## src/rtl/arty_z7_led_pkg.sv

```systemverilog
// Shared types and helpers for the Arty Z7 LED core.
package arty_z7_led_pkg;

    typedef enum logic [1:0] {
        LED_OFF_E     = 2'd0,
        LED_ON_E      = 2'd1,
        LED_BLINK_E   = 2'd2,
        LED_BREATHE_E = 2'd3
    } led_mode_t;

    // Mode cycle used on every toggle edge: OFF -> ON -> BLINK -> BREATHE -> OFF.
    function automatic led_mode_t next_mode(input led_mode_t cur);
        case (cur)
            LED_OFF_E:   return LED_ON_E;
            LED_ON_E:    return LED_BLINK_E;
            LED_BLINK_E: return LED_BREATHE_E;
            default:     return LED_OFF_E;
        endcase
    endfunction

endpackage

```

## src/rtl/arty_z7_led_if.sv

```systemverilog
// Control/status bundle between a button-side driver and one LED core.
// The driver owns the toggle level and duty; the core owns the LED and mode.
interface arty_z7_led_if
    import arty_z7_led_pkg::*;
#(
    parameter int PWM_WIDTH_P = 8
);
    logic                   mode_tgl;
    logic [PWM_WIDTH_P-1:0] duty;
    logic                   led;
    led_mode_t              mode;

    modport master (output mode_tgl, output duty, input led, input mode);
    modport slave  (input mode_tgl, input duty, output led, output mode);
endinterface

```

## src/rtl/arty_z7_led_pwm.sv

```systemverilog
// Free-running PWM for the LED core. Duty is sampled only at the period
// boundary so a mid-period duty change never produces a glitched period.
module led_pwm #(
    parameter int PWM_WIDTH_P = 8
) (
    input  logic                   clk,
    input  logic                   rst,
    input  logic [PWM_WIDTH_P-1:0] duty_in,
    output logic                   period_end,
    output logic [PWM_WIDTH_P-1:0] pwm_cnt,
    output logic                   pwm_on
);
    localparam logic [PWM_WIDTH_P-1:0] PWM_MAX = '1;

    logic [PWM_WIDTH_P-1:0] duty_q;

    assign period_end = (pwm_cnt == PWM_MAX);
    assign pwm_on     = (pwm_cnt < duty_q);

    // Counter wraps naturally; duty is latched on the last count of each period.
    always_ff @(posedge clk) begin
        if (rst) begin
            pwm_cnt <= '0;
            duty_q  <= '0;
        end else begin
            pwm_cnt <= pwm_cnt + PWM_WIDTH_P'(1);
            if (period_end) begin
                duty_q <= duty_in;
            end
        end
    end

endmodule

```

## src/rtl/arty_z7_led_core.sv

```systemverilog
// One LED driver: each edge of mode_tgl advances OFF/ON/BLINK/BREATHE.
// Optional build macro ARTY_Z7_LED_GAMMA_EN: squares the breathe level
// before it drives the PWM so the fade looks perceptually smoother.
module arty_z7_led_core
    import arty_z7_led_pkg::*;
#(
    parameter int PWM_WIDTH_P         = 8,
    parameter int BLINK_HALF_PERIOD_P = 62500000,
    parameter int BREATHE_STEP_CLKS_P = 244140
) (
    input logic           clk,
    input logic           rst,
    arty_z7_led_if.slave  bus
);
    localparam int BLINK_W = (BLINK_HALF_PERIOD_P > 1) ? $clog2(BLINK_HALF_PERIOD_P) : 1;
    localparam int STEP_W  = (BREATHE_STEP_CLKS_P > 1) ? $clog2(BREATHE_STEP_CLKS_P) : 1;

    localparam logic [BLINK_W-1:0]     BLINK_LAST = BLINK_W'(BLINK_HALF_PERIOD_P - 1);
    localparam logic [STEP_W-1:0]      STEP_LAST  = STEP_W'(BREATHE_STEP_CLKS_P - 1);
    localparam logic [PWM_WIDTH_P-1:0] LEVEL_MAX  = '1;
    localparam logic [PWM_WIDTH_P-1:0] LEVEL_ONE  = PWM_WIDTH_P'(1);

    logic                   tgl_q;
    logic                   adv;
    led_mode_t              mode_q;
    led_mode_t              mode_nxt;
    logic                   led_q;

    logic [BLINK_W-1:0]     blink_cnt;
    logic                   blink_ph;

    logic [STEP_W-1:0]      step_cnt;
    logic [PWM_WIDTH_P-1:0] level;
    logic                   dir_up;
    logic [PWM_WIDTH_P-1:0] breathe_duty;

    logic [PWM_WIDTH_P-1:0] pwm_cnt;
    logic                   pwm_on;
    logic                   breathe_on;

    assign adv      = bus.mode_tgl ^ tgl_q;
    assign mode_nxt = next_mode(mode_q);

`ifdef ARTY_Z7_LED_GAMMA_EN
    logic [2*PWM_WIDTH_P-1:0] level_sq;
    assign level_sq     = {{PWM_WIDTH_P{1'b0}}, level} * {{PWM_WIDTH_P{1'b0}}, level};
    assign breathe_duty = level_sq[2*PWM_WIDTH_P-1:PWM_WIDTH_P];
`else
    assign breathe_duty = level;
`endif

    // Breathe compares the live level directly, not the period-sampled duty.
    assign breathe_on = (pwm_cnt < breathe_duty);

    led_pwm #(
        .PWM_WIDTH_P (PWM_WIDTH_P)
    ) u_pwm (
        .clk        (clk),
        .rst        (rst),
        .duty_in    (bus.duty),
        .period_end (),
        .pwm_cnt    (pwm_cnt),
        .pwm_on     (pwm_on)
    );

    // Toggle edge detection, mode FSM and the registered LED drive.
    always_ff @(posedge clk) begin
        if (rst) begin
            tgl_q  <= bus.mode_tgl;
            mode_q <= LED_OFF_E;
            led_q  <= 1'b0;
        end else begin
            tgl_q <= bus.mode_tgl;
            if (adv) begin
                mode_q <= mode_nxt;
            end
            case (mode_q)
                LED_ON_E:      led_q <= pwm_on;
                LED_BLINK_E:   led_q <= pwm_on & blink_ph;
                LED_BREATHE_E: led_q <= breathe_on;
                default:       led_q <= 1'b0;
            endcase
        end
    end

    // Blink half-period timer; restarts lit on entry and freezes when inactive.
    always_ff @(posedge clk) begin
        if (rst) begin
            blink_cnt <= '0;
            blink_ph  <= 1'b1;
        end else if (adv && (mode_nxt == LED_BLINK_E)) begin
            blink_cnt <= '0;
            blink_ph  <= 1'b1;
        end else if (mode_q == LED_BLINK_E) begin
            if (blink_cnt == BLINK_LAST) begin
                blink_cnt <= '0;
                blink_ph  <= ~blink_ph;
            end else begin
                blink_cnt <= blink_cnt + BLINK_W'(1);
            end
        end
    end

    // Breathe triangle: one level step per step period, each endpoint held one step.
    always_ff @(posedge clk) begin
        if (rst) begin
            step_cnt <= '0;
            level    <= '0;
            dir_up   <= 1'b1;
        end else if (adv && (mode_nxt == LED_BREATHE_E)) begin
            step_cnt <= '0;
            level    <= '0;
            dir_up   <= 1'b1;
        end else if (mode_q == LED_BREATHE_E) begin
            if (step_cnt == STEP_LAST) begin
                step_cnt <= '0;
                if (dir_up) begin
                    level <= level + LEVEL_ONE;
                    if (level == (LEVEL_MAX - LEVEL_ONE)) begin
                        dir_up <= 1'b0;
                    end
                end else begin
                    level <= level - LEVEL_ONE;
                    if (level == LEVEL_ONE) begin
                        dir_up <= 1'b1;
                    end
                end
            end else begin
                step_cnt <= step_cnt + STEP_W'(1);
            end
        end
    end

    assign bus.led  = led_q;
    assign bus.mode = mode_q;

endmodule

```

## src/flat_wrapper.sv

```systemverilog
// flat-port wrapper written by rule: the top's interface ports become plain ports
module arty_z7_led_core_flat import arty_z7_led_pkg::*;
#(
    parameter int PWM_WIDTH_P         = 8,
    parameter int BLINK_HALF_PERIOD_P = 62500000,
    parameter int BREATHE_STEP_CLKS_P = 244140
)
  (clk, rst, bus_mode_tgl, bus_duty, bus_led, bus_mode);
  arty_z7_led_if #(.PWM_WIDTH_P(PWM_WIDTH_P)) bus_i ();
  input logic clk;
  input logic rst;
  input wire logic [$bits(bus_i.mode_tgl)-1:0] bus_mode_tgl;
  input wire logic [$bits(bus_i.duty)-1:0] bus_duty;
  output wire logic [$bits(bus_i.led)-1:0] bus_led;
  output wire logic [$bits(bus_i.mode)-1:0] bus_mode;
  assign bus_i.mode_tgl = bus_mode_tgl;
  assign bus_i.duty = bus_duty;
  assign bus_led = bus_i.led;
  assign bus_mode = bus_i.mode;
  arty_z7_led_core #(.PWM_WIDTH_P(PWM_WIDTH_P), .BLINK_HALF_PERIOD_P(BLINK_HALF_PERIOD_P), .BREATHE_STEP_CLKS_P(BREATHE_STEP_CLKS_P)) u_core (.clk(clk), .rst(rst), .bus(bus_i));
endmodule
```

## config.mk

```make
export PLATFORM = sky130hd
export DESIGN_NAME = arty_z7_led_core_flat
export DESIGN_NICKNAME = d
export VERILOG_FILES = /design/src/rtl/arty_z7_led_pkg.sv /design/src/rtl/arty_z7_led_if.sv /design/src/rtl/arty_z7_led_pwm.sv /design/src/rtl/arty_z7_led_core.sv /design/src/flat_wrapper.sv
export SDC_FILE = /design/constraint.sdc
export NUM_CORES = 1
export LEC_CHECK = 0
export ABC_CLOCK_PERIOD_IN_PS = 2400
export CAP_MARGIN = 5
export CORE_MARGIN = 3
export CORE_UTILIZATION = 36
export CTS_BUF_LIST = sky130_fd_sc_hd__clkbuf_4 sky130_fd_sc_hd__clkbuf_8
export DETAILED_ROUTE_END_ITERATION = 12
export GPL_TIMING_DRIVEN = 0
export PLACE_DENSITY = 0.63
export SYNTH_ARGS = -nofsm -noshare
export SYNTH_HDL_FRONTEND = slang
export SYNTH_HIERARCHICAL = 1
export SYNTH_SLANG_ARGS = --single-unit
export TNS_END_PERCENT = 5
```

## constraint.sdc

```tcl
create_clock -name clk -period 2.4 [get_ports clk]
set_input_delay 0.48 -clock clk [delete_from_list [all_inputs] [get_ports clk]]
set_output_delay 0.48 -clock clk [all_outputs]
set_load 0.05 [all_outputs]
```

== Word level (Yosys, flattened, before mapping) ==
Index checks and enable logic that the tools add are counted.

* Output and inout bits: 3
* Word-level logic and storage cells: 45
* Bits in registers: 74
* Bits of input ports: 11

* Bitwise logic cells: 3
* Order comparisons: 2
* Muxes and demuxes: 8
* Reduce and logical (&&, ||, !) cells: 7
* Add/sub/neg operators: 5
* Eq/ne operators: 10

{| class="wikitable"
|+ Operator list
! cell !! count
|-
| 26-bit by 1-bit adder with 26-bit output, second input constant || 1
|-
| 26-bit == test, second input constant || 1
|-
| 26-bit 2-to-1 mux || 1
|-
| 18-bit by 1-bit adder with 18-bit output, second input constant || 1
|-
| 18-bit == test, second input constant || 1
|-
| 18-bit 2-to-1 mux || 1
|-
| 8-bit by 1-bit adder with 8-bit output, second input constant || 2
|-
| 8-bit == test, second input constant || 2
|-
| 8-bit less-than comparator || 2
|-
| 2-bit == test, second input constant || 4
|-
| 8-bit by 1-bit == test with 1-bit output, second input constant || 1
|-
| 8-bit 2-to-1 mux || 1
|-
| 8-bit by 1-bit subtractor with 8-bit output, second input constant || 1
|-
| 2-bit case mux with 3 select lines || 1
|-
| 2-bit AND reduction || 2
|-
| 2-bit OR reduction || 2
|-
| 1-bit 2-to-1 mux || 3
|-
| 1-bit case mux with 3 select lines || 1
|-
| 2-bit by 1-bit == test with 1-bit output, second input constant || 1
|-
| 1-bit logical AND || 2
|-
| 2-bit zero test || 1
|-
| 1-bit AND || 1
|-
| 1-bit NOT || 1
|-
| 1-bit XOR || 1
|}

== Depth between registers and ports, before layout ==
Gate-level depths: netlist of run 1.

* Word-level depth: 5
* Gate-level depth with buffers: 9
* Mapped depth without buffers: 8

== By module ==
The synthesis of run 1 kept the hierarchy.

{| class="wikitable"
|+ By module, submodules not included
! module !! times used !! area each (um^2) !! cells an instance !! seq. area each (um^2)
|-
| arty_z7_led_core || 1 || 3025.4 || 346 || 1161.1
|-
| led_pwm || 1 || 849.6 || 95 || 320.3
|}

== Least setup slack after synthesis of run 1 ==
No wires, ideal clock.

* Kind: register to register
* Start: register u_core.mode_q[0], in the netlist u_core/bus.mode[0]
* End: register u_core.step_cnt[13]
* Path slack: 0.115 ns
* Arrival time: 2.170 ns
* Clock period less this slack: 2.285 ns
* Library setup time: 0.115 ns
* Cell stages (with the launch flop): 10
* Cell sequence: dfxtp_1 -> ha_1 -> buf_2 -> and3_1 -> nand4_1 -> or2_1 -> buf_2 -> nand2_4 -> buf_4 -> nor2_1

* Cells in the longest elaborated chain, start to end: 5
* Elaborated cells between the ends (all ways): 8

{| class="wikitable"
|+ RTL lines
! item !! RTL line !! RTL
|-
| start, declared || arty_z7_led_core.sv:25 || <nowiki>led_mode_t mode_q;</nowiki>
|-
| start signal, assigned || arty_z7_led_core.sv:75 || <nowiki>mode_q <= mode_nxt;</nowiki>
|-
| 2-bit == test (tied with other cells) || arty_z7_led_pkg.sv:13 || <nowiki>case (cur)</nowiki>
|-
| 2-bit case mux with 3 select lines || arty_z7_led_pkg.sv:13 ||
|-
| 2-bit == test || arty_z7_led_core.sv:110 || <nowiki>end else if (adv && (mode_nxt == LED_BREATHE_E)) begin</nowiki>
|-
| 1-bit logical AND || arty_z7_led_core.sv:110 ||
|-
| 2-bit OR reduction (no line) || n/a ||
|-
| end signal, assigned || arty_z7_led_core.sv:129 || <nowiki>step_cnt <= step_cnt + STEP_W'(1);</nowiki>
|-
| end, declared || arty_z7_led_core.sv:32 || <nowiki>logic [STEP_W-1:0] step_cnt;</nowiki>
|}

Parallel ways exist; a longest one is shown, timed or not.
A chain may end at the register's enable or synchronous reset.

== Worst setup path after layout of run 1 ==
* Start: register u_core.mode_q[0], in the netlist u_core/bus.mode[0]
* End: register u_core.blink_cnt[15]

* Cells in the longest elaborated chain, start to end: 5
* Elaborated cells between the ends (all ways): 7

{| class="wikitable"
|+ RTL lines
! item !! RTL line !! RTL
|-
| 2-bit == test (tied with other cells) || arty_z7_led_pkg.sv:13, arty_z7_led_core.sv:94 ||
|-
| 2-bit case mux with 3 select lines || arty_z7_led_pkg.sv:13 ||
|-
| 2-bit == test || arty_z7_led_core.sv:91 || <nowiki>end else if (adv && (mode_nxt == LED_BLINK_E)) begin</nowiki>
|-
| 1-bit logical AND || arty_z7_led_core.sv:91 ||
|-
| 2-bit OR reduction (no line) || n/a ||
|-
| end signal, assigned || arty_z7_led_core.sv:99 || <nowiki>blink_cnt <= blink_cnt + BLINK_W'(1);</nowiki>
|-
| end, declared || arty_z7_led_core.sv:29 || <nowiki>logic [BLINK_W-1:0] blink_cnt;</nowiki>
|}

Parallel ways exist; a longest one is shown, timed or not.

==> results.sh, run 1 <==
export IMPL_antenna_cells=0
export IMPL_met2_usage_pct=21.9
export IMPL_grt_usage_pct=13.6
export IMPL_fmax_mhz=457
export IMPL_gp_congestion=0.784
export IMPL_clkLatencyLatePin_ns=0.35
export IMPL_worst_pin_slew_ns=0.561
export IMPL_clkTransAtPathRegs_ns=0.08
export IMPL_hp_class="reg2reg"
export IMPL_busiest_layer="met2"
export IMPL_use_met3_pct=3.76
export IMPL_fin_crit_sh_pct=91.1
export IMPL_fin_cells=607
export IMPL_maxCapViolations=0
export IMPL_synth_xor_area_share_pct=12.2
export IMPL_hpwlAfterDp_um=5320
export IMPL_muxShareOfSynthArea_pct=2.84
export IMPL_first_iter_violations=159
export IMPL_synthDistinctLibCells=44
export IMPL_met1_usage_pct=17.0
export IMPL_clockBufferDepth=2
export IMPL_setup_viol=0
export IMPL_cp_data_arrival_time_ns=2.43
export IMPL_netlist_instances=441
export IMPL_start_kind="flip-flop"
export IMPL_drc=0
export IMPL_grt_start_max_net_pins=14
export IMPL_route_detailed_vias_per_inst=4.95
export IMPL_syn_to_final_growth_pct=13.9
export IMPL_synth_top_family_by_area="simple AND/OR/NAND/NOR gates"
export IMPL_die_width_um=110
export IMPL_syn_area_per_cell_sq_um=8.79
export IMPL_rsz0062_at_grt="false"
export IMPL_die_area_sq_um=12000
export IMPL_finalSetupTns_ns=0
export IMPL_period_minus_slack_ns=2.19
export IMPL_cts_sinks=74
export IMPL_critPathMaxFanout=10
export IMPL_reg2reg_from="u_core/bus.mode[0]"
export IMPL_port_buffers=13
export IMPL_grt_ovfl_total=0
export IMPL_p_per_area_nw_per_um2=567
export IMPL_worstSetupPathType="reg2reg"
export IMPL_status="finished, final reports clean"
export IMPL_hp_start="u_core/u_pwm/duty_q[5]"
export IMPL_mostFrequentLayoutCell="dfxtp_1"
export IMPL_pin_count=14
export IMPL_clock_skew_ns=0.0105
export IMPL_core_area_sq_um=10400
export IMPL_synth_compound_area_share_pct=5.07
export IMPL_initial_core_util_pct=37.2
export IMPL_slew_headroom_pct=62.2
export IMPL_yosys_warnings=6
export IMPL_synth_edf_count=0
export IMPL_hold_viol=0
export IMPL_leakage_nw=1.48
export IMPL_wl_per_cell_um=12.3
export IMPL_async_flop_share_pct=0
export IMPL_slew_violations=0
export IMPL_cts_buffers=9
export IMPL_synth_top_flop_cell="dfxtp_1"
export IMPL_ir_worst_vdd_mv=0.392
export IMPL_die_h_um=110
export IMPL_critPathLaunch="u_core/bus.mode[0]"
export IMPL_grt_pass1_wl_um=13000
export IMPL_syn_nets=479
export IMPL_synth_area_sq_um=3870
export IMPL_cts_root_buf="clkbuf_8"
export IMPL_synth_seq_cells=74
export IMPL_drive_above_1_share_pct=8.92
export IMPL_seq_area_frac_synth_pct=38.2
export IMPL_dp_cells=590
export IMPL_antenna_found_initial=0
export IMPL_fp_row_count=37
export IMPL_worstPathRequired_ns=2.65
export IMPL_cts_tree="yes"
export IMPL_vias=3006
export IMPL_synth_fa_ha_area_share_pct=8.72
export IMPL_firstDrtPassIters=4
export IMPL_end_kind="flip-flop"
export IMPL_hold_buffers=0
export IMPL_wirelength_um=7440
export IMPL_layout_common_cells="74 x dfxtp_1, 71 x nor2_1, 30 x xnor2_1"
export IMPL_yosys_area_share_simple_pct=29.0
export IMPL_num_nets_final=504
export IMPL_htreeDepth=3
export IMPL_grt_pass1_vias=2869
export IMPL_antenna_left=0
==> final timing paths <==
| check | slack (ns) | end | cells past startpoint |
|---|---|---|---|
| max reg2reg | 0.21 | u_core/blink_cnt[15] | 9 |
| min | 0.48 | u_core/u_pwm/duty_q[5] | 2 |
| max | 0.21 | u_core/blink_cnt[15] | 9 |
| min reg2reg | 0.48 | u_core/u_pwm/duty_q[5] | 2 |
==> layer usage <==
layer | wire length, um | share of wire, %
met4 | 88 | 1.2
met3 | 179 | 2.4
met2 | 3470 | 47
met1 | 3700 | 50
met5 | 0 | 0
==> stage by stage <==
| step | utilization [%] | total power [mW] | cell area, sq um | setup WS (ns) | hold WS (ns) |
|---|---|---|---|---|---|
| after detailed placement | 40.1 | 1.45 | 4180 | 0.000427 | 0.466 |
| after CTS | 42.2 | 2.55 | 4400 | 0.000840 | 0.486 |
| after global placement | 40.1 | 1.45 | 4180 | 0.0106 | 0.465 |
| final | 42.4 | 2.50 | 4420 | 0.214 | 0.481 |
| after floorplan | - | 1.39 | 3870 | 0.115 | 0.444 |
| after global routing | 42.4 | 2.62 | 4420 | 0.0418 | 0.508 |
==> worst max-delay path, stage by stage (launching register included) <==
cell and delay, ns:
dfxtp_1 0.38, inv_1 0.13, ha_1 0.16, buf_4 0.15, nand3_1 0.19, nor4_2 0.33, nand4_1 0.19, nand2_2 0.22
clkbuf_4 0.26, nor2_1 0.06
==> cell families after synthesis <==
group	Yosys count
simple gates	210
flops	74
xor+xnor	54
buf+inv	33
compound gates	32
fa+ha+maj	27
mux	11
==> what timing repair did <==
action | in CTS | in global routing
gates resized for setup | 0 | 3
endpoints found under the hold margin | 0 | 0
setup endpoints to repair | 0 | 30
buffers inserted | 0 | 1
==> area by class of cell <==
class | instances | area [sq um]
fillers | 1044 | 6000
multi-input cells | 334 | 2250
flip-flops and latches | 74 | 1480
well taps | 136 | 170
repair buffers | 14 | 138
clock buffers | 10 | 131
clock inverters | 6 | 90.1
plain buffers | 14 | 82.6
inverters | 19 | 71.3
==> cell usage after synthesis, types with 4 or more instances <==
| library cell | number | area share, % |
|---|---|---|
| and3_1 | 5 | 0.81 |
| nand2b_1 | 18 | 2.9 |
| xnor2_1 | 30 | 6.8 |
| clkbuf_1 | 6 | 0.58 |
| o21ai_0 | 6 | 0.77 |
| nand3_1 | 15 | 1.9 |
| or3_1 | 7 | 1.1 |
| a21oi_1 | 12 | 1.5 |
| and4_1 | 4 | 0.90 |
| xor2_1 | 24 | 5.4 |
| nor2_2 | 4 | 0.65 |
| inv_1 | 19 | 1.8 |
| dfxtp_1 | 74 | 38 |
| nand4_1 | 20 | 3.2 |
| nor2_1 | 71 | 6.9 |
| nor3_1 | 9 | 1.2 |
| nor4_2 | 5 | 1.6 |
| ha_1 | 27 | 8.7 |
| nor4_1 | 9 | 1.5 |
| nand2_1 | 26 | 2.5 |
| buf_2 | 4 | 0.52 |
| mux2i_1 | 11 | 2.8 |
==> power by group <==
| group | leakage [nW] | internal [mW] | switching, mW | total [mW] |
|---|---|---|---|---|
| sequential | 0.597 | 1.24 | 0.0196 | 1.26 |
| clock | 0.110 | 0.601 | 0.482 | 1.08 |
| combinational | 0.770 | 0.0676 | 0.0933 | 0.161 |
==> flip-flops by register name, indices dropped and copies added (netlist names) <==
register,count
u_core/u_pwm/duty_q,8
u_core/blink_cnt,26
u_core/bus.mode,2
u_core/bus.led,1
u_core/u_pwm/pwm_cnt,8
u_core/tgl_q,1
u_core/dir_up,1
u_core/breathe_duty,8
u_core/step_cnt,18
u_core/blink_ph,1
Power figures use the tool's default switching activity.
==> run 2, diff against run 1 <==
- GPL_TIMING_DRIVEN: 0 -> 1
==> results.sh, run 2 (synthesized netlist as in run 1, its figures left out) <==
export IMPL_status="finished, final reports clean"
export IMPL_grt_start_max_net_pins=27
export IMPL_critPathMaxFanout=5
export IMPL_worstPathRequired_ns=1.92
export IMPL_drive_above_1_share_pct=8.80
export IMPL_hold_depth=2
export IMPL_swShare_pct=24.8
export IMPL_slew_headroom_pct=64.0
export IMPL_ff2ff_path_depth=6
export IMPL_grt_pass1_wl_um=13100
export IMPL_wirelength_um=7600
export IMPL_cts_sinks=74
export IMPL_largest_reg_flops=26
export IMPL_finalSetupTns_ns=0
export IMPL_holdPathEnd="u_core/u_pwm/duty_q[0]"
export IMPL_clkLatencyLatePin_ns=0.35
export IMPL_syn_to_final_growth_pct=13.0
export IMPL_die_h_um=110
export IMPL_mostFrequentLayoutCell="dfxtp_1"
export IMPL_timing_rr_end="u_core/blink_cnt[19]"
export IMPL_num_nets_final=499
export IMPL_fmax_mhz=473
export IMPL_hold_viol=0
export IMPL_worstPathCellList="buf_4 > clkdlybuf4s50_1"
export IMPL_cts_resized=0
export IMPL_gp_congestion=0.801
export IMPL_fin_ws_ns=0.288
export IMPL_antenna_found_initial=0
export IMPL_clkPwrFrac_pct=40.6
export IMPL_worstSetupPathType="reg2out"
export IMPL_firstDrtPassIters=4
export IMPL_setup_viol=0
export IMPL_htreeDepth=3
export IMPL_cts_buffers=9
export IMPL_vias=2980
export IMPL_cts_tree="yes"
export IMPL_reg_largest_list="u_core/blink_cnt (26), u_core/step_cnt (18)"
export IMPL_cp_buffers_inverters=2
export IMPL_switchingPower_uw=597
export IMPL_critPathMaxStageDelay_ns=0.81
export IMPL_grt_pass1_vias=2895
export IMPL_hp_class="reg2reg"
export IMPL_clockBufferDepth=2
export IMPL_p_per_area_nw_per_um2=550
export IMPL_hp_start="u_core/u_pwm/duty_q[0]"
export IMPL_grt_usage_pct=13.8
export IMPL_core_area_sq_um=10400
export IMPL_clkTransAtPathRegs_ns=0.08
export IMPL_p_total_mw=2.41
export IMPL_critPathTopFamily="buffers and inverters"
export IMPL_p_comb_share_pct=7.4
export IMPL_grt_ovfl_total=0
export IMPL_initial_core_util_pct=37.2
export IMPL_antenna_cells=0
export IMPL_period_minus_slack_ns=2.11
export IMPL_cpMaxStageDelayCell="clkdlybuf4s50_1"
export IMPL_start_kind="flip-flop"
export IMPL_end_kind="primary output"
export IMPL_layout_common_cells="74 x dfxtp_1, 71 x nor2_1, 30 x xnor2_1"
export IMPL_maxCapViolations=0
export IMPL_ir_worst_vdd_mv=0.310
export IMPL_die_area_sq_um=12000
export IMPL_leakage_nw=1.48
export IMPL_drc=0
export IMPL_cp_data_arrival_time_ns=1.63
export IMPL_pin_count=14
export IMPL_route_detailed_vias_per_inst=4.95
export IMPL_rsz0062_at_grt="false"
export IMPL_hpwlAfterDp_um=5490
export IMPL_fp_row_count=37
export IMPL_fin_crit_sh_pct=88.0
export IMPL_p_int_mw=1.81
export IMPL_power_frac_seq_pct=52.1
export IMPL_largest_register="u_core/blink_cnt"
export IMPL_antenna_left=0
export IMPL_worst_pin_slew_ns=0.536
export IMPL_cts_root_buf="clkbuf_8"
export IMPL_port_buffers=13
export IMPL_clock_skew_ns=0.0111
export IMPL_ff2ff_setup_slack_ns=0.33
export IMPL_post_cts_buffers=0
export IMPL_preCtsSetupSlack_ns=0.357
export IMPL_wl_per_cell_um=12.6
export IMPL_slew_violations=0
export IMPL_die_width_um=110
export IMPL_first_iter_violations=139
export IMPL_reg2reg_from="u_core/bus.mode[1]"
export IMPL_hold_buffers=0
==> run 2: cell types whose count changed in the layout (fill, tap and decap cells not counted), sizes merged <==
cell / previous run / this run
clkinv: 2 / 4
buf: 8 / 10
bufinv: 2 / 1
clkbuf: 17 / 10
clkinvlp: 1 / 0
==> run 2: final cells by class <==
cell class / count / area, sq um
multi-input combinational: 334 / 2240
fill: 1042 / 6040
timing repair buffer: 23 / 218
inverter: 19 / 71.3
clock buffer: 10 / 131
clock inverter: 6 / 66.3
tap: 136 / 170
sequential: 74 / 1480
==> run 2: metal layers <==
layer	global-route usage [%]	up-vias	wire length, um
li1	-	1554	-
met1	16.9	1393	3680
met2	22.9	27	3670
met3	4.58	6	201
met4	3.92	0	55
met5	0	-	0
==> run 2: tightest hold or removal path: cells and delay by family, from the launching register on <==
family	cells	cell delay (ns)
DFF	1	0.31
and+or+nand+nor	1	0.06
muxes	1	0.06
==> run 2: how the worst max path moves through the flow <==
stage                       start                   end  slack [ns]  cells past startpoint
2_1_floorplan  u_core/bus.mode[0]   u_core/step_cnt[13]        0.12                      9
3_3_place_gp   u_core/bus.mode[0]  u_core/blink_cnt[19]        0.42                      7
3_5_place_dp   u_core/bus.mode[1]  u_core/blink_cnt[19]        0.36                      6
4_1_cts        u_core/bus.mode[0]           bus_mode[0]        0.25                      2
5_1_grt        u_core/bus.mode[0]  u_core/blink_cnt[19]        0.17                      7
6_report       u_core/bus.mode[0]           bus_mode[0]        0.29                      2
==> run 2: power groups by stage <==
stage          Sequential (mW)  Clock [mW]  Combinational [mW]
2_1_floorplan             1.30           0              0.0924
3_3_place_gp              1.28           0               0.175
3_5_place_dp              1.28           0               0.177
4_1_cts                   1.25        1.02               0.179
5_1_grt                   1.26        1.08               0.198
6_report                  1.25       0.977               0.177
==> run 2: through the flow <==
step / utilization (%) / instance area [sq um] / hold WS (ns) / std cells
2_1_floorplan: - / 3870 / 0.444 / 441
3_3_place_gp: 40.2 / 4180 / 0.461 / 586
3_5_place_dp: 40.2 / 4180 / 0.465 / 586
4_1_cts: 42.1 / 4380 / 0.480 / 602
5_1_grt: 42.1 / 4380 / 0.494 / 602
6_report: 42.1 / 4380 / 0.471 / 602
==> run 3, diff against run 2 <==
- CORE_ASPECT_RATIO: unset -> 1.75
==> results.sh, run 3 (synthesized netlist as in run 1, its figures left out) <==
export IMPL_status="finished, final reports clean"
export IMPL_cp_buffers_inverters=1
export IMPL_clkLatencyLatePin_ns=0.35
export IMPL_cpMaxStageDelayCell="or3_1"
export IMPL_hpwlAfterDp_um=5730
export IMPL_fin_cells=591
export IMPL_finalSetupTns_ns=0
export IMPL_hp_class="reg2reg"
export IMPL_die_width_um=84.4
export IMPL_rsz0062_at_grt="false"
export IMPL_antenna_cells=0
export IMPL_ir_worst_vdd_mv=0.265
export IMPL_antenna_found_initial=0
export IMPL_syn_to_final_growth_pct=12.6
export IMPL_worstPathCellList="inv_1 > ha_1 > nand4_2 > or3_1 > nor4_2 > xnor2_1 > nor2_2"
export IMPL_htreeDepth=3
export IMPL_reg_largest_list="u_core/blink_cnt (26), u_core/step_cnt (18)"
export IMPL_drc=0
export IMPL_num_nets_final=497
export IMPL_pin_count=14
export IMPL_firstDrtPassIters=4
export IMPL_critPathMaxStageDelay_ns=0.63
export IMPL_cts_resized=0
export IMPL_clockBufferDepth=2
export IMPL_p_total_mw=2.50
export IMPL_layout_common_cells="74 x dfxtp_1, 71 x nor2_1, 30 x xnor2_1"
export IMPL_clkTransAtPathRegs_ns=0.08
export IMPL_cts_root_buf="clkbuf_8"
export IMPL_start_kind="flip-flop"
export IMPL_setup_viol=0
export IMPL_die_area_sq_um=12100
export IMPL_period_minus_slack_ns=2.16
export IMPL_worstSetupPathType="reg2reg"
export IMPL_gp_congestion=0.780
export IMPL_end_kind="flip-flop"
export IMPL_grt_usage_pct=13.9
export IMPL_p_per_area_nw_per_um2=573
export IMPL_final_area_sq_um=4360
export IMPL_worst_pin_slew_ns=0.565
export IMPL_vias=3049
export IMPL_cts_sinks=74
export IMPL_cts_buffers=9
export IMPL_fmax_mhz=463
export IMPL_hold_viol=0
export IMPL_critPathMaxFanout=9
export IMPL_maxCapViolations=0
export IMPL_hold_buffers=0
export IMPL_fin_crit_sh_pct=90.0
export IMPL_worstPathRequired_ns=2.65
export IMPL_port_buffers=13
export IMPL_cts_tree="yes"
export IMPL_cp_data_arrival_time_ns=2.41
export IMPL_clock_skew_ns=0.00779
export IMPL_grt_pass1_vias=2975
export IMPL_critPathTopFamily="simple AND/OR/NAND/NOR gates"
export IMPL_slew_headroom_pct=62.0
export IMPL_core_area_sq_um=10400
export IMPL_placed_cell_area_sq_um=4140
export IMPL_slew_violations=0
export IMPL_first_iter_violations=110
export IMPL_leakage_nw=1.47
export IMPL_wl_per_cell_um=13.3
export IMPL_grt_start_max_net_pins=26
export IMPL_largest_reg_flops=26
export IMPL_mostFrequentLayoutCell="dfxtp_1"
export IMPL_fp_row_count=49
export IMPL_grt_pass1_wl_um=13700
export IMPL_post_cts_buffers=0
export IMPL_wirelength_um=7880
export IMPL_initial_core_util_pct=37.2
export IMPL_dp_cells=575
export IMPL_drive_above_1_share_pct=8.41
export IMPL_filler_cell_count=1059
export IMPL_largest_register="u_core/blink_cnt"
export IMPL_route_detailed_vias_per_inst=5.16
export IMPL_whs_ns=0.479
export IMPL_grt_ovfl_total=0
export IMPL_die_h_um=143
export IMPL_antenna_left=0
[run 3: changes by cell type in the layout (fill, tap and decap cells not counted), sizes merged]
cell,before,now
buf,10,8
bufinv,1,2
clkbuf,10,11
clkinv,4,3
inv,20,19
[run 3: routing by layer]
metal	track usage (%)	vias to the layer above	share of wire (%)	wire length (um)
met4	5.92	0	2.4	187
met2	25.1	43	52	4090
met3	3.46	11	2.4	192
met1	15.4	1450	43	3410
met5	0	-	0	0
li1	-	1545	-	-
[run 3: area by class of cell]
type / instances / area (sq um) / share of cell area, %
Clock buffer: 11 / 139 / 3.18
Clock inverter: 5 / 78.8 / 1.81
Inverter: 19 / 71.3 / 1.64
Multi-Input combinational cell: 334 / 2240 / 51.4
Sequential cell: 74 / 1480 / 34.0
Tap cell: 127 / 159 / 3.64
Timing Repair Buffer: 21 / 190 / 4.36
[run 3: worst register-to-register path, stage by stage, from the launching register on]
cell and delay [ns]:
dfxtp_1 0.37, inv_1 0.13, ha_1 0.20, nand4_2 0.14, or3_1 0.63, nor4_2 0.38
xnor2_1 0.17, nor2_2 0.04
[run 3: metrics by stage]
| stage | util [%] | worst slack [ns] |
|---|---|---|
| 2_1_floorplan | - | 0.115 |
| 3_3_place_gp | 39.8 | 0.302 |
| 3_5_place_dp | 39.8 | 0.229 |
| 4_1_cts | 41.8 | 0.223 |
| 5_1_grt | 41.8 | 0.0270 |
| 6_report | 41.8 | 0.240 |
[run 3: path summary, 6_finish.rpt]
path                                          endpoint              startpoint  slack (ns)  cells past startpoint
worst max-delay path              u_core/blink_cnt[23]      u_core/bus.mode[0]        0.24                      7
worst min register to register  u_core/u_pwm/duty_q[2]  u_core/u_pwm/duty_q[2]        0.48                      2
worst max register to register    u_core/blink_cnt[23]      u_core/bus.mode[0]        0.24                      7
worst min-delay path            u_core/u_pwm/duty_q[2]  u_core/u_pwm/duty_q[2]        0.48                      2
[run 3: power by group]
group | total, mW | leakage, nW | internal (mW) | switching (mW)
registers | 1.26 | 0.597 | 1.24 | 0.0194
clock network | 1.08 | 0.114 | 0.608 | 0.474
logic | 0.161 | 0.759 | 0.0686 | 0.0924
total | 2.50 | 1.47 | 1.92 | 0.586
==> RTL change 1 (config.mk and constraints of run 3) <==
Reset style: asynchronous (`rst`), changed in 3 clocked blocks.
--- a/src/rtl/arty_z7_led_pwm.sv
+++ b/src/rtl/arty_z7_led_pwm.sv
@@ -18,7 +18,7 @@
     assign pwm_on     = (pwm_cnt < duty_q);
 
     // Counter wraps naturally; duty is latched on the last count of each period.
-    always_ff @(posedge clk) begin
+    always_ff @(posedge clk or posedge rst) begin
         if (rst) begin
             pwm_cnt <= '0;
             duty_q  <= '0;
--- a/src/rtl/arty_z7_led_core.sv
+++ b/src/rtl/arty_z7_led_core.sv
@@ -84,7 +84,7 @@
     end
 
     // Blink half-period timer; restarts lit on entry and freezes when inactive.
-    always_ff @(posedge clk) begin
+    always_ff @(posedge clk or posedge rst) begin
         if (rst) begin
             blink_cnt <= '0;
             blink_ph  <= 1'b1;
@@ -102,7 +102,7 @@
     end
 
     // Breathe triangle: one level step per step period, each endpoint held one step.
-    always_ff @(posedge clk) begin
+    always_ff @(posedge clk or posedge rst) begin
         if (rst) begin
             step_cnt <= '0;
             level    <= '0;
Behaviour: no difference found for any inputs over 10 cycles, from zero or initial values and one cycle with rst high; that may be too few to reach the edited logic, so the function may still have changed.
==> RTL change 1 against run 3 <==
Sequential cell count unchanged; cell area increased by 16%; global-route usage is 1.8 points higher; worst setup slack got worse by 0.14 ns; synthesized area grew 12%; routed wire length rose by 23%; sequential share of layout area is 2.3 points higher; non-clock buffer count grew 18; highest routed layer unchanged.
Power is not compared: it rests on default switching activity, and its combinational part moved more than twofold at a synthesized area within 25%.
==> RTL change 1: results (changes against run 3) <==
Status
  – Status: finished, final reports clean (unchanged)

Logic synthesis
  – Ys Warns: 6 (unchanged)
  – Syn nets: 490 (was 479)
  – Synth top cells by count: 68 x dfrtp_1, 49 x nor2_1, 38 x nand2_1 (was 74 x dfxtp_1, 71 x nor2_1, 30 x xnor2_1)
  – Mean Syn Cell Area: 9.61 µm² (was 8.79 µm²)
  – Post-synth ARST share: 0.946 (was 0)
  – Top cells by area, synth: dfrtp_1 39%, ha_1 7.8%, xnor2_1 7.1% (was dfxtp_1 38%, ha_1 8.7%, nor2_1 6.9%)
  – Post-synthesis sequential area ratio: 0.422 (was 0.382)
  – Synth cell types: 58 (was 44)

Layout
  – Share of cells above drive strength 1: 0.135 (was 0.0841)
  – Most common cell after layout, fill and taps aside: dfrtp_1 (was dfxtp_1)
  – Nets: 529 (was 497)
  – Biggest regs: u_core/blink_cnt x26, u_core/step_cnt x18 (unchanged)

Placed design
  – IO Port Bufs: 13 (unchanged)
  – Placed insts: 615 (was 575)
  – DP Area: 0.00482 mm² (was 0.00414 mm²)
  – Placed wire-length estimate: 7310 µm (was 5730 µm)
  – Place WS: -0.251 ns (was 0.229 ns)
  – Global placer's final weighted congestion: 0.869 (was 0.780)

Routing
  – Drt pass-1 iters: 4 (unchanged)
  – Metal3 WL: 312 µm (was 192 µm)
  – Vias per cell: 5.51 (was 5.16)
  – WL final: 9720 µm (was 7880 µm)
  – Initial DRC Count: 162 (was 110)
  – Max layer used: met4 (unchanged)
  – Wl on met1: 3790 µm (was 3410 µm)
  – Met2 WL post-DR: 5230 µm (was 4090 µm)
  – WL/cell: 15.4 µm (was 13.3 µm)

Clock tree
  – Post-CTS Setup Inserts: 0 (unchanged)
  – Max Buffers Root-to-Sink: 2 (unchanged)
  – H-tree depth: 3 (unchanged)
  – Worst skew pair latency: approximately 0.36 ns
  – Clk root buf: clkbuf_8 (unchanged)
  – Num CTS Buffers: 9 (unchanged)

Power and ir drop
  – Maximum vdd drop: around 0.34 mV
  – Leak pwr: 2.16 nW
  – Logic pwr share: 0.191
  – PnR Total Power: around 0.0032 W
  – Switch share: 0.295
  – Power in sequential cells: 0.00150 W

Global routing
  – Vias in the first global route: 3606 (was 2975)
  – First-pass GRT wire length: 16300 µm (was 13700 µm)
  – Initial antenna violation count: 0 (unchanged)
  – Met3 GRT Util: 0.0354 (was 0.0346)
  – M1 GR Usage: 0.162 (was 0.154)
  – Pin count of the biggest net entering global routing: 37 (was 26)
  – GR Layer Usage met2: 0.285 (was 0.251)
  – Gr usage total: 0.157 (was 0.139)

Setup path
  – CP top delay family: simple AND/OR/NAND/NOR gates (unchanged)
  – Crit path DAT: 2.61 ns (was 2.41 ns)
  – Worst Path Max Fanout: 8 (was 9)
  – Crit path largest cell delay: 0.63 ns (about the same)
  – Slowest-stage cell, CP: or4_1 (was or3_1)

Timing
  – Final Skew: 0.0151 ns (was 0.00779 ns)
  – Slew @ Worst Pin: 0.607 ns (was 0.565 ns)
  – Peak Freq: 435 MHz (was 463 MHz)
==> RTL change 1: cell types whose count changed in the layout (fill, tap and decap cells not counted), sizes merged, moves of 8 or more <==
cell / run 3 / this run
nand4: 21 / 13
mux2i: 11 / 1
xor2: 24 / 8
mux2: 0 / 10
nand2b: 18 / 10
nor2: 75 / 50
buf: 8 / 26
dfxtp: 74 / 4
nand3: 16 / 24
dfrtp: 0 / 68
nand2: 27 / 38
==> RTL change 1: logic make-up (layout without fill, tap and decap cells) <==
| logic type | count (synthesis) | after routing | synth area share |
|---|---|---|---|
| buf+inv | 36 | 80 | 0.0320 |
| mux | 11 | 11 | 0.0352 |
| compound gates | 53 | 53 | 0.0795 |
| fa+ha+maj | 27 | 27 | 0.0778 |
| simple gates | 208 | 208 | 0.265 |
| xor+xnor | 43 | 43 | 0.0885 |
| flops | 74 | 74 | 0.422 |
==> RTL change 1: final timing paths <==
| path | from | to | slack, ns | cells past startpoint |
|---|---|---|---|---|
| max | bus_mode_tgl | u_core/blink_cnt[20] | 0.1 | 6 |
| min | u_core/u_pwm/duty_q[0] | u_core/u_pwm/duty_q[0] | 0.51 | 1 |
| max reg2reg | u_core/step_cnt[6] | u_core/step_cnt[13] | 0.24 | 5 |
| min reg2reg | u_core/u_pwm/duty_q[0] | u_core/u_pwm/duty_q[0] | 0.51 | 1 |
| max in group asynchronous | rst | u_core/u_pwm/pwm_cnt[0] | 1.34 | 2 |
| min in group asynchronous | rst | u_core/breathe_duty[2] | 0.61 | 3 |
==> RTL change 1: cell type report <==
cell class	instances	area (µm²)
well taps	135	169
fillers	1138	6590
flip-flops and latches	74	1830
clock inverters	4	73.8
repair buffers	39	350
multi-input cells	342	2380
inverters	25	93.8
clock buffers	12	159
==> RTL change 2 (config.mk and constraints of run 3) <==
Without the edit above. `BLINK_HALF_PERIOD_P` is set to 62500000 in 2 places; all go to 250000000.
--- a/src/rtl/arty_z7_led_core.sv
+++ b/src/rtl/arty_z7_led_core.sv
@@ -5,7 +5,7 @@
     import arty_z7_led_pkg::*;
 #(
     parameter int PWM_WIDTH_P         = 8,
-    parameter int BLINK_HALF_PERIOD_P = 62500000,
+    parameter int BLINK_HALF_PERIOD_P = 250000000,
     parameter int BREATHE_STEP_CLKS_P = 244140
 ) (
     input logic           clk,
--- a/src/flat_wrapper.sv
+++ b/src/flat_wrapper.sv
@@ -2,7 +2,7 @@
 module arty_z7_led_core_flat import arty_z7_led_pkg::*;
 #(
     parameter int PWM_WIDTH_P         = 8,
-    parameter int BLINK_HALF_PERIOD_P = 62500000,
+    parameter int BLINK_HALF_PERIOD_P = 250000000,
     parameter int BREATHE_STEP_CLKS_P = 244140
 )
   (clk, rst, bus_mode_tgl, bus_duty, bus_led, bus_mode);
Function: same outputs for any inputs over 10 cycles, from zero or initial values and one cycle with rst high; that may be too few to reach the edited logic, so the function may still have changed.
==> RTL change 2 against run 3 <==
First-iteration DRC count grew 18%; synthesized area increased by 3.4%; final cell count up 2.7%; sequential cell count increased by 2; worst setup slack better by 0.061 ns; clock power is 6% lower; total power fell by 0.84%; synthesized cell count is 2.5% higher; register-to-register slack improved by 0.13 ns; routed wire length is 3.8% higher; utilization is 0.33 points lower; cell area grew 2.4%.
==> RTL change 2: results (changes against run 3) <==
Status
  – Status: finished, final reports clean (unchanged)

Layout
  – Register area: 0.00152 mm² (was 0.00148 mm²)
  – Inverters: 21 (was 19)
  – Clk tree area frac: 0.0462 (was 0.0499)
  – Share of cells above drive strength 1: 0.0985 (was 0.0841)
  – Fillers: 1129 (was 1059)
  – Clock buffer count: 12 (was 11)
  – Bufs w/o clock: 20 (was 21)
  – Multi-input gates: 344 (was 334)

Setup path
  – Slowest-stage cell, CP: clkdlybuf4s50_1 (was or3_1)
  – Crit path largest cell delay: 0.84 ns (was 0.63 ns)

Global routing
  – GR Layer Usage met2: 0.255 (was 0.251)
  – Met3 GRT Util: 0.0317 (was 0.0346)
  – Pin count of the biggest net entering global routing: 32 (was 26)
  – Gr usage total: 0.139 (about the same)

Placed design
  – Placed insts: 591 (was 575)
  – Place WS: 0.379 ns (was 0.229 ns)
  – DP Area: 0.00426 mm² (was 0.00414 mm²)
  – Placed wire-length estimate: 6130 µm (was 5730 µm)

Routing
  – WL/cell: 13.5 µm (was 13.3 µm)
  – WL final: 8180 µm (was 7880 µm)
  – Met2 WL post-DR: 4440 µm (was 4090 µm)

Logic synthesis
  – Synth cell types: 56 (was 44)
  – Post-synthesis sequential area ratio: 0.380 (was 0.382)
  – Top cells by area, synth: dfxtp_1 38%, xor2_1 8.3%, ha_1 8.1% (was dfxtp_1 38%, ha_1 8.7%, nor2_1 6.9%)
  – Syn nets: 489 (was 479)
  – Post-synthesis mux area share: 0.0300 (was 0.0284)

Timing
  – Final Skew: 0.00606 ns (was 0.00779 ns)
## RTL change 2: cell types whose count changed after synthesis, moves of 3 or more
| cell | change |
|---|---|
| and3_2 | +3 |
| nand2_1 | +4 |
| xnor2_1 | -14 |
| nor3_1 | -7 |
| buf_2 | -3 |
| nand3_1 | +12 |
| xor2_1 | +14 |
| and4_1 | -3 |
| nor4_1 | -4 |
| clkbuf_1 | -3 |
| o21ai_0 | +3 |
## RTL change 2: path summary, 6_finish.rpt
check	end	from	slack [ns]	cells after the start
max	bus_mode[1]	u_core/bus.mode[1]	0.30	1
min	u_core/u_pwm/duty_q[3]	u_core/u_pwm/duty_q[3]	0.47	2
max reg2reg	u_core/blink_cnt[24]	u_core/bus.mode[0]	0.37	7
min reg2reg	u_core/u_pwm/duty_q[3]	u_core/u_pwm/duty_q[3]	0.47	2
## RTL change 2: power by group
part	internal (W)	total, W	switching [W]
clock network	0.000546	0.00102	0.000472
registers	0.00127	0.00129	0.0000178
logic	0.0000716	0.000173	0.000102
